### config.mk
export PLATFORM = sky130hd
export DESIGN_NAME = ex_mem_ctrl
export DESIGN_NICKNAME = d
export VERILOG_FILES = /design/src/rtl/ex_mem_ctrl.sv
export SDC_FILE = /design/constraint.sdc
export NUM_CORES = 1
export LEC_CHECK = 0
export BUFFER_PORTS_ARGS = -buffer_cell sky130_fd_sc_hd__clkbuf_2
export CORE_AREA = 4 4 192 194
export DETAILED_ROUTE_END_ITERATION = 6
export DIE_AREA = 0 0 196 198
export GPL_TIMING_DRIVEN = 0
export SLEW_MARGIN = 25
export SYNTH_ARGS = -nofsm -noshare
export SYNTH_HDL_FRONTEND = slang
export SYNTH_SLANG_ARGS = --single-unit
### constraint.sdc
create_clock -name clk -period 5.7 [get_ports clk]
set_clock_uncertainty 0.05 [all_clocks]
set_input_delay 0 -clock clk [delete_from_list [all_inputs] [get_ports clk]]
set_output_delay 0 -clock clk [all_outputs]
set_load 0.1 [all_outputs]
### src/rtl/ex_mem_ctrl.sv
// rtl/ex_mem_ctrl.sv - EX/MEM pipeline register with stall hold, bubble insertion, flush and multi-cycle feedback
module ex_mem_ctrl #(
    parameter int DATA_W     = 32,
    parameter int REG_ADDR_W = 5,
    parameter int ALUOP_W    = 8,
    parameter int CNT_W      = 2,
    parameter int PERF_W     = 16
) (
    input  logic                  clk,
    input  logic                  rst,
    input  logic                  stall_ex,
    input  logic                  stall_mem,
    input  logic                  flush,
    input  logic                  ex_valid,
    input  logic [REG_ADDR_W-1:0] ex_wd,
    input  logic [DATA_W-1:0]     ex_wdata,
    input  logic                  ex_wreg,
    input  logic                  ex_whilo,
    input  logic [DATA_W-1:0]     ex_hi,
    input  logic [DATA_W-1:0]     ex_lo,
    input  logic [ALUOP_W-1:0]    ex_aluop,
    input  logic [DATA_W-1:0]     ex_mem_addr,
    input  logic [DATA_W-1:0]     ex_reg2,
    input  logic [2*DATA_W-1:0]   hilo_temp_i,
    input  logic [CNT_W-1:0]      cnt_i,
    output logic                  mem_valid,
    output logic [REG_ADDR_W-1:0] mem_wd,
    output logic [DATA_W-1:0]     mem_wdata,
    output logic                  mem_wreg,
    output logic                  mem_whilo,
    output logic [DATA_W-1:0]     mem_hi,
    output logic [DATA_W-1:0]     mem_lo,
    output logic [ALUOP_W-1:0]    mem_aluop,
    output logic [DATA_W-1:0]     mem_mem_addr,
    output logic [DATA_W-1:0]     mem_reg2,
    output logic [2*DATA_W-1:0]   hilo_temp_o,
    output logic [CNT_W-1:0]      cnt_o,
    output logic [PERF_W-1:0]     bubble_cnt
);

    // Decoded stage-boundary action; priority rst > flush > hold > bubble > advance.
    logic do_clear;
    logic do_hold;
    logic do_bubble;

    // Combinational action decode shared by all register groups.
    always_comb begin
        do_clear  = 1'b0;
        do_hold   = 1'b0;
        do_bubble = 1'b0;
        if (rst || flush) begin
            do_clear = 1'b1;
        end else if (stall_mem) begin
            do_hold = 1'b1;
        end else if (stall_ex) begin
            do_bubble = 1'b1;
        end
    end

    // MEM-side payload: cleared on reset/flush/bubble, frozen on hold, copied on advance.
    always_ff @(posedge clk) begin
        if (do_clear || do_bubble) begin
            mem_valid    <= 1'b0;
            mem_wd       <= '0;
            mem_wdata    <= '0;
            mem_wreg     <= 1'b0;
            mem_whilo    <= 1'b0;
            mem_hi       <= '0;
            mem_lo       <= '0;
            mem_aluop    <= '0;
            mem_mem_addr <= '0;
            mem_reg2     <= '0;
        end else if (!do_hold) begin
            mem_valid    <= ex_valid;
            mem_wd       <= ex_wd;
            mem_wdata    <= ex_wdata;
            mem_wreg     <= ex_wreg;
            mem_whilo    <= ex_whilo;
            mem_hi       <= ex_hi;
            mem_lo       <= ex_lo;
            mem_aluop    <= ex_aluop;
            mem_mem_addr <= ex_mem_addr;
            mem_reg2     <= ex_reg2;
        end
    end

    // Multi-cycle feedback: captured on a bubble so EX sees its partial result next cycle,
    // kept across a hold, and dropped once the instruction advances or is discarded.
    always_ff @(posedge clk) begin
        if (do_clear) begin
            hilo_temp_o <= '0;
            cnt_o       <= '0;
        end else if (do_bubble) begin
            hilo_temp_o <= hilo_temp_i;
            cnt_o       <= cnt_i;
        end else if (!do_hold) begin
            hilo_temp_o <= '0;
            cnt_o       <= '0;
        end
    end

    // Saturating bubble counter; only reset clears it, flushes are not bubbles.
    always_ff @(posedge clk) begin
        if (rst) begin
            bubble_cnt <= '0;
        end else if (do_bubble && (bubble_cnt != {PERF_W{1'b1}})) begin
            bubble_cnt <= bubble_cnt + PERF_W'(1);
        end
    end

endmodule

==> metrics, run 1 <==
flops & latches, synth=258; mean routed wirelength per cell=18.6 µm; die width=between 150 and 200 µm; setup_tns=0 ps; largest net degree at the start of global routing=14; Seq pwr share=0.395; PwrDens=323 nW/µm²; PortBufs=~500; Seq/Total Area, Yosys=0.606; crit path DAT=2920 ps; final RePlAce weighted congestion=0.866; Worst IR Drop VDD=221 µV; hold_ws=164 ps; Crit path required time=6130 ps; full die area=38,800 µm²; Global Route Usage Sum=0.171; Core Region=35,200 µm²; Final Util=0.428; Post-synth ARST share=0; Detailed Routing Iterations Pass 1=5; first-pass GRT wire length=53,800 µm; cell taking the most area after synthesis=dfxtp_1; Post-CTS Setup Bufs=0; Area contributors post-synth=dfxtp_1 61%, o221a_2 23%, a22o_1 6.8%; Post-Synthesis Cell Area=8520 µm²; Initial Utilization=0.242; Synth Flop Type=dfxtp_1; Yosys warning total=0; share of layout cells above drive strength 1=0.500; H-tree depth=1; # rows=69; RSZ-0062 raised after global routing=false; Storage cell area=5160 µm²; most common cell in the netlist=dfxtp_1; Final Slew Violations=0; Synth Instances=657; Hold Fails Final Rpt=0; total power=4870 µW; worst slack, placed=between 3000 and 4000 ps; I/O pin total=505; Yosys cell types=36; Pleak=0.00685 µW; Root Buffer=clkbuf_16; post-synth net total=between 900 and 1,000; synth-to-layout area growth=76.7%; number of global-route vias before repair=9,675; initial antenna violation count=1; drt initial violations=400; period utilization=0.437; EDFF count, synth=0; final WL=around 36,000 µm; CTS buffer count=27; # DRC=0; Sw Ratio=0.309; Max Buffers Root-to-Sink=3; Final nets=1,683; Worst Tran Pin Value=around 1100 ps; clock slew at the register clock pins of the worst setup and hold paths=60 ps; Avg Inst Size Synth=between 10 and 15 µm²; Setup crit start kind=input port; worst r2r path cells=5; Hold EP=hilo_temp_o[42]; Via density=roughly 4.8; hpwl dp=25,200 µm; vias=9,129; CTS tree=built; final worst slack=3210 ps; multi-input logic area=3050 µm²; worst-skew pair later-pin latency=~540 ps; Yosys top cell area share=0.606; internal power=3370 µW; CP endpoint kind=flop; kind of critical path=in -> reg; Achievable Freq=about 400 MHz; CP max FO=10; Hold Path Class=in -> reg; switching pwr=between 1500 and 2000 µW; number of fill cells=3,247; total clock sinks=258; Crit Reg-Reg Endpoint=bubble_cnt[6]; FF-to-FF setup slack=3590 ps; Comb pwr share=0.207; clock share of power=0.398; max-cap violations=0; Synth top cells by count=258 x dfxtp_1, 176 x o221a_2, 69 x clkbuf_1; status=finished, final reports clean; hold_sp=hilo_temp_i[42]; Hold Path Stages=3; Max-slew headroom=0.289; fin crit period=between 2000 and 2500 ps; grt ovf=0; die span in y=198 µm; Final ANT Viol Nets=0; final setup vio count=0; FF-to-FF Start=bubble_cnt[8]
-- sequential cells by signal (all words and copies together) (netlist names) --
| signal | cells |
|---|---|
| hilo_temp_o | 64 |
| mem_hi | 32 |
| mem_lo | 32 |
| mem_mem_addr | 32 |
| mem_reg2 | 32 |
| mem_wdata | 32 |
| bubble_cnt | 16 |
| mem_aluop | 8 |
| mem_wd | 5 |
| cnt_o | 2 |
| mem_valid | 1 |
| mem_whilo | 1 |
| mem_wreg | 1 |
-- stage by stage --
| step | std cells | cell area [µm²] |
|---|---|---|
| after floorplan | 657 | 8520 |
| after global placement | 1620 | 11600 |
| after detailed placement | 1620 | 11600 |
| after CTS | 1916 | 15100 |
| after global routing | 1917 | 15100 |
| final | 1917 | 15100 |
-- layer usage --
layer  global-route usage  share of wire  up-vias
met5                    0              0        -
met4               0.0753          0.043        0
met3               0.0427          0.077       83
met2                0.302           0.49      451
met1                0.197           0.39     4343
li1                     -              -     4252
-- power by group through the flow --
stage | Combinational [µW] | Sequential [µW] | Clock, µW
after floorplan | 128 | 2470 | 0
after global placement | 860 | 1960 | 0
after detailed placement | 865 | 1960 | 0
after CTS | 1000 | 1920 | 1970
after global routing | 1050 | 1930 | 2050
final | 1010 | 1920 | 1940
-- cell usage in the layout (no fill, tap or decap), types with 3 or more instances in the layout --
cell,count
dlygate4sd3_1,247
a21oi_1,11
clkbuf_16,27
a211oi_1,3
mux2i_1,3
o31ai_1,4
nand4_1,5
or4_1,4
clkinv_2,5
bufinv_16,6
o21ai_0,6
buf_1,5
nor4_1,3
dfxtp_1,258
a22o_1,66
clkbuf_8,5
clkbuf_1,74
or3_1,5
o221a_2,176
nand3_1,5
inv_1,4
clkbuf_2,502
nand2_1,9
-- worst max path at each step --
stage | depth (start not counted) | endpoint | start
3_5_place_dp | 6 | mem_lo[21] | rst
5_1_grt | 7 | mem_lo[24] | rst
3_3_place_gp | 6 | mem_lo[25] | rst
4_1_cts | 7 | mem_lo[21] | rst
6_report | 7 | mem_lo[21] | rst
2_1_floorplan | 4 | bubble_cnt[13] | bubble_cnt[3]
-- kinds of logic (layout without fill, tap and decap cells) --
kind of cell | Yosys count | in the layout | share of synthesized area
compound gates | 269 | 269 | 0.319
flops | 258 | 258 | 0.606
buf+inv | 80 | 878 | 0.0363
simple gates | 46 | 46 | 0.0333
mux | 3 | 3 | 0.00352
fa+ha+maj | 1 | 1 | 0.00147
other cells | 0 | 1 | 0
-- worst max-delay path: stages --
cell and delay (ps):
dlygate4sd3_1 550, buf_2 200, nor2_1 130, a21boi_1 620, clkbuf_1 620, clkbuf_1 480, o221a_2 300
-- area by class of cell --
class                           count  share of cell area
Sequential cell                   258               0.343
Timing Repair Buffer              749               0.331
Multi-Input combinational cell    319               0.202
Clock buffer                       37              0.0507
Tap cell                          461              0.0383
Buffer                             76              0.0195
Clock inverter                     12              0.0142
Inverter                            4            0.000997
Antenna cell                        1            0.000166
-- timing repair --
item	4_1_cts	5_1_grt
hold buffers	247	0
endpoints found under the hold margin	250	0
gates resized for setup	0	0
Power figures use the tool's default switching activity.
==> run 2, diff against run 1 <==
--- a/config.mk
+++ b/config.mk
@@ -6,9 +6,9 @@
 export NUM_CORES = 1
 export LEC_CHECK = 0
 export BUFFER_PORTS_ARGS = -buffer_cell sky130_fd_sc_hd__clkbuf_2
-export CORE_AREA = 4 4 192 194
+export CORE_AREA = 4 4 195 197
 export DETAILED_ROUTE_END_ITERATION = 6
-export DIE_AREA = 0 0 196 198
+export DIE_AREA = 0 0 199 201
 export GPL_TIMING_DRIVEN = 0
 export SLEW_MARGIN = 25
 export SYNTH_ARGS = -nofsm -noshare
==> constraint.sdc (replaced) <==
create_clock -name clk -period 2.43 [get_ports clk]
set_clock_uncertainty 0.05 [all_clocks]
set_input_delay 0 -clock clk [delete_from_list [all_inputs] [get_ports clk]]
set_output_delay 0 -clock clk [all_outputs]
set_load 0.1 [all_outputs]
==> run 2 against run 1 <==
Compared with the run above:
- total power up 130%
- first-iteration DRC count up 6.3%
- critical path depth unchanged
- clock power up 110%
- clock-buffer cell count up 5
- final cell count up 0.37%
- via count up 0.97%
- utilization down 1.3 points
- sequential cell count unchanged
- highest routed layer unchanged
==> metrics, run 2 (synthesis results as in run 1) <==
multi-input logic area=3060 µm²; largest net degree at the start of global routing=14; max FFs per register=between 60 and 70; # DRC=0; final WL=36,300 µm; Hold Path Class=in -> reg; Core Region=36,300 µm²; kind of critical path=in -> reg; # rows=70; Setup crit start kind=input port; Post-Layout Cell Count=1,924; final instance area=15,000 µm²; drt initial violations=425; Initial Utilization=0.235; clock slew at the register clock pins of the worst setup and hold paths=60 ps; worst r2r path cells=4; total power=between 10,000 and 15,000 µW; Comb pwr share=0.215; crit path DAT=~2700 ps; max-cap violations=0; Pleak=0.00682 µW; number of fill cells=3,370; Biggest register=hilo_temp_o; placed inst area=between 10,000 and 15,000 µm²; hpwl dp=25,200 µm; Global Route Usage Sum=0.169; hold_sp=hilo_temp_i[9]; slowest cell delay on critical path=~560 ps; Sw Ratio=0.316; fin crit period=2240 ps; Storage cell area=5170 µm²; crit-path cells=dlygate4sd3_1 > buf_2 > nor2_1 > a21boi_2 > clkbuf_1 > buf_1 > o221a_2; most frequent cells in the layout=503 x clkbuf_2, 252 x dfxtp_1, 247 x dlygate4sd3_1, 176 x o221a_2, 74 x clkbuf_1; status=finished, final reports clean; internal power=7560 µW; Worst IR Drop VDD=544 µV; switching pwr=3490 µW; I/O pin total=505; H-tree depth=1; PortBufs=~500; number of global-route vias before repair=9,762; full die area=about 40,000 µm²; FF-to-FF Start=bubble_cnt[9]; Final Slew Violations=0; Via density=4.79; Worst Setup SP=rst; CP max FO=10; Final ANT Viol Nets=0; Slowest-stage cell, CP=dlygate4sd3_1; final setup vio count=0; Detailed Routing Iterations Pass 1=5; Post-CTS Setup Bufs=0; period utilization=0.921; Final nets=1,684; CTS buffer count=28; die span in y=between 200 and 250 µm; Root Buffer=clkbuf_16; first-pass GRT wire length=54,700 µm; Seq pwr share=0.408; Max-slew headroom=0.375; most common cell after layout, fill and taps aside=clkbuf_2; Worst Tran Pin Value=928 ps; total clock sinks=approximately 260; initial antenna violation count=2; worst-skew pair later-pin latency=540 ps; CTS tree=built; mean routed wirelength per cell=18.9 µm; synth-to-layout area growth=76.3%; CP endpoint kind=flop; Max Buffers Root-to-Sink=3; clock share of power=0.377; Crit path required time=2860 ps; Hold Fails Final Rpt=0; die width=199 µm; Hold Path Stages=3; grt ovf=0; RSZ-0062 raised after global routing=false; share of layout cells above drive strength 1=0.505; final RePlAce weighted congestion=between 0.8 and 0.9; vias=9,218; Achievable Freq=447 MHz; placed insts=roughly 1,600; PwrDens=736 nW/µm²
==> run 2: cell count changes in the layout (fill, tap and decap cells not counted), moves of 2 or more <==
cell	change
dfxtp_2	+6
dfxtp_1	-6
bufinv_16	-5
clkbuf_16	+2
clkbuf_8	+2
==> run 2: worst paths after layout <==
check                     to  slack, ps
max reg2reg    bubble_cnt[3]        360
max            mem_wdata[12]        190
min           hilo_temp_o[9]        170
min reg2reg  hilo_temp_o[55]        430
==> run 2: per-layer routing <==
layer / part of all wire / global-route usage / routed length, µm
met2: 0.50 / 0.300 / 18000
met1: 0.38 / 0.187 / 13800
met5: 0 / 0 / 0
met3: 0.076 / 0.0415 / 2770
met4: 0.045 / 0.0782 / 1640
==> run 2: power groups by stage <==
| stage | registers (µW) | clock network [µW] | logic (µW) |
|---|---|---|---|
| 6_report | 4510 | 4160 | 2380 |
| 5_1_grt | 4520 | 4430 | 2460 |
| 4_1_cts | 4500 | 4260 | 2360 |
| 3_5_place_dp | 4590 | 0 | 2030 |
| 3_3_place_gp | 4590 | 0 | 2020 |
| 2_1_floorplan | 5800 | 0 | 301 |
==> run 2: through the flow <==
step	TNS [ps]	setup slack (ps)	hold WS, ps	utilization
floorplan	0	7.10	75.7	-
global placement	-21280	-276	161	0.321
detailed placement	0	87.9	165	0.321
CTS	0	37.0	130	0.414
global route	0	78.7	150	0.414
finish	0	193	170	0.414
==> run 2: repair_timing <==
action,CTS,global route
endpoints found under the hold margin,251,0
hold buffers,247,0
setup endpoints to repair,0,57
resized for setup,0,3
==> run 2: final cells by class <==
class | instances | share of cell area
antenna | 2 | 0.000333
multi-input combinational | 319 | 0.204
clock buffer | 42 | 0.0562
inverter | 4 | 0.000999
clock inverter | 6 | 0.00391
timing repair buffer | 749 | 0.332
sequential | 258 | 0.344
tap | 468 | 0.0390
buffer | 76 | 0.0197
==> run 2: worst max-delay path, delay by kind of cell <==
kind / cells / cell delay, ps
and+or+nand+nor: 1 / 170
AOI/OAI and AO/OA: 2 / 810
buffers and inverters: 4 / 1680
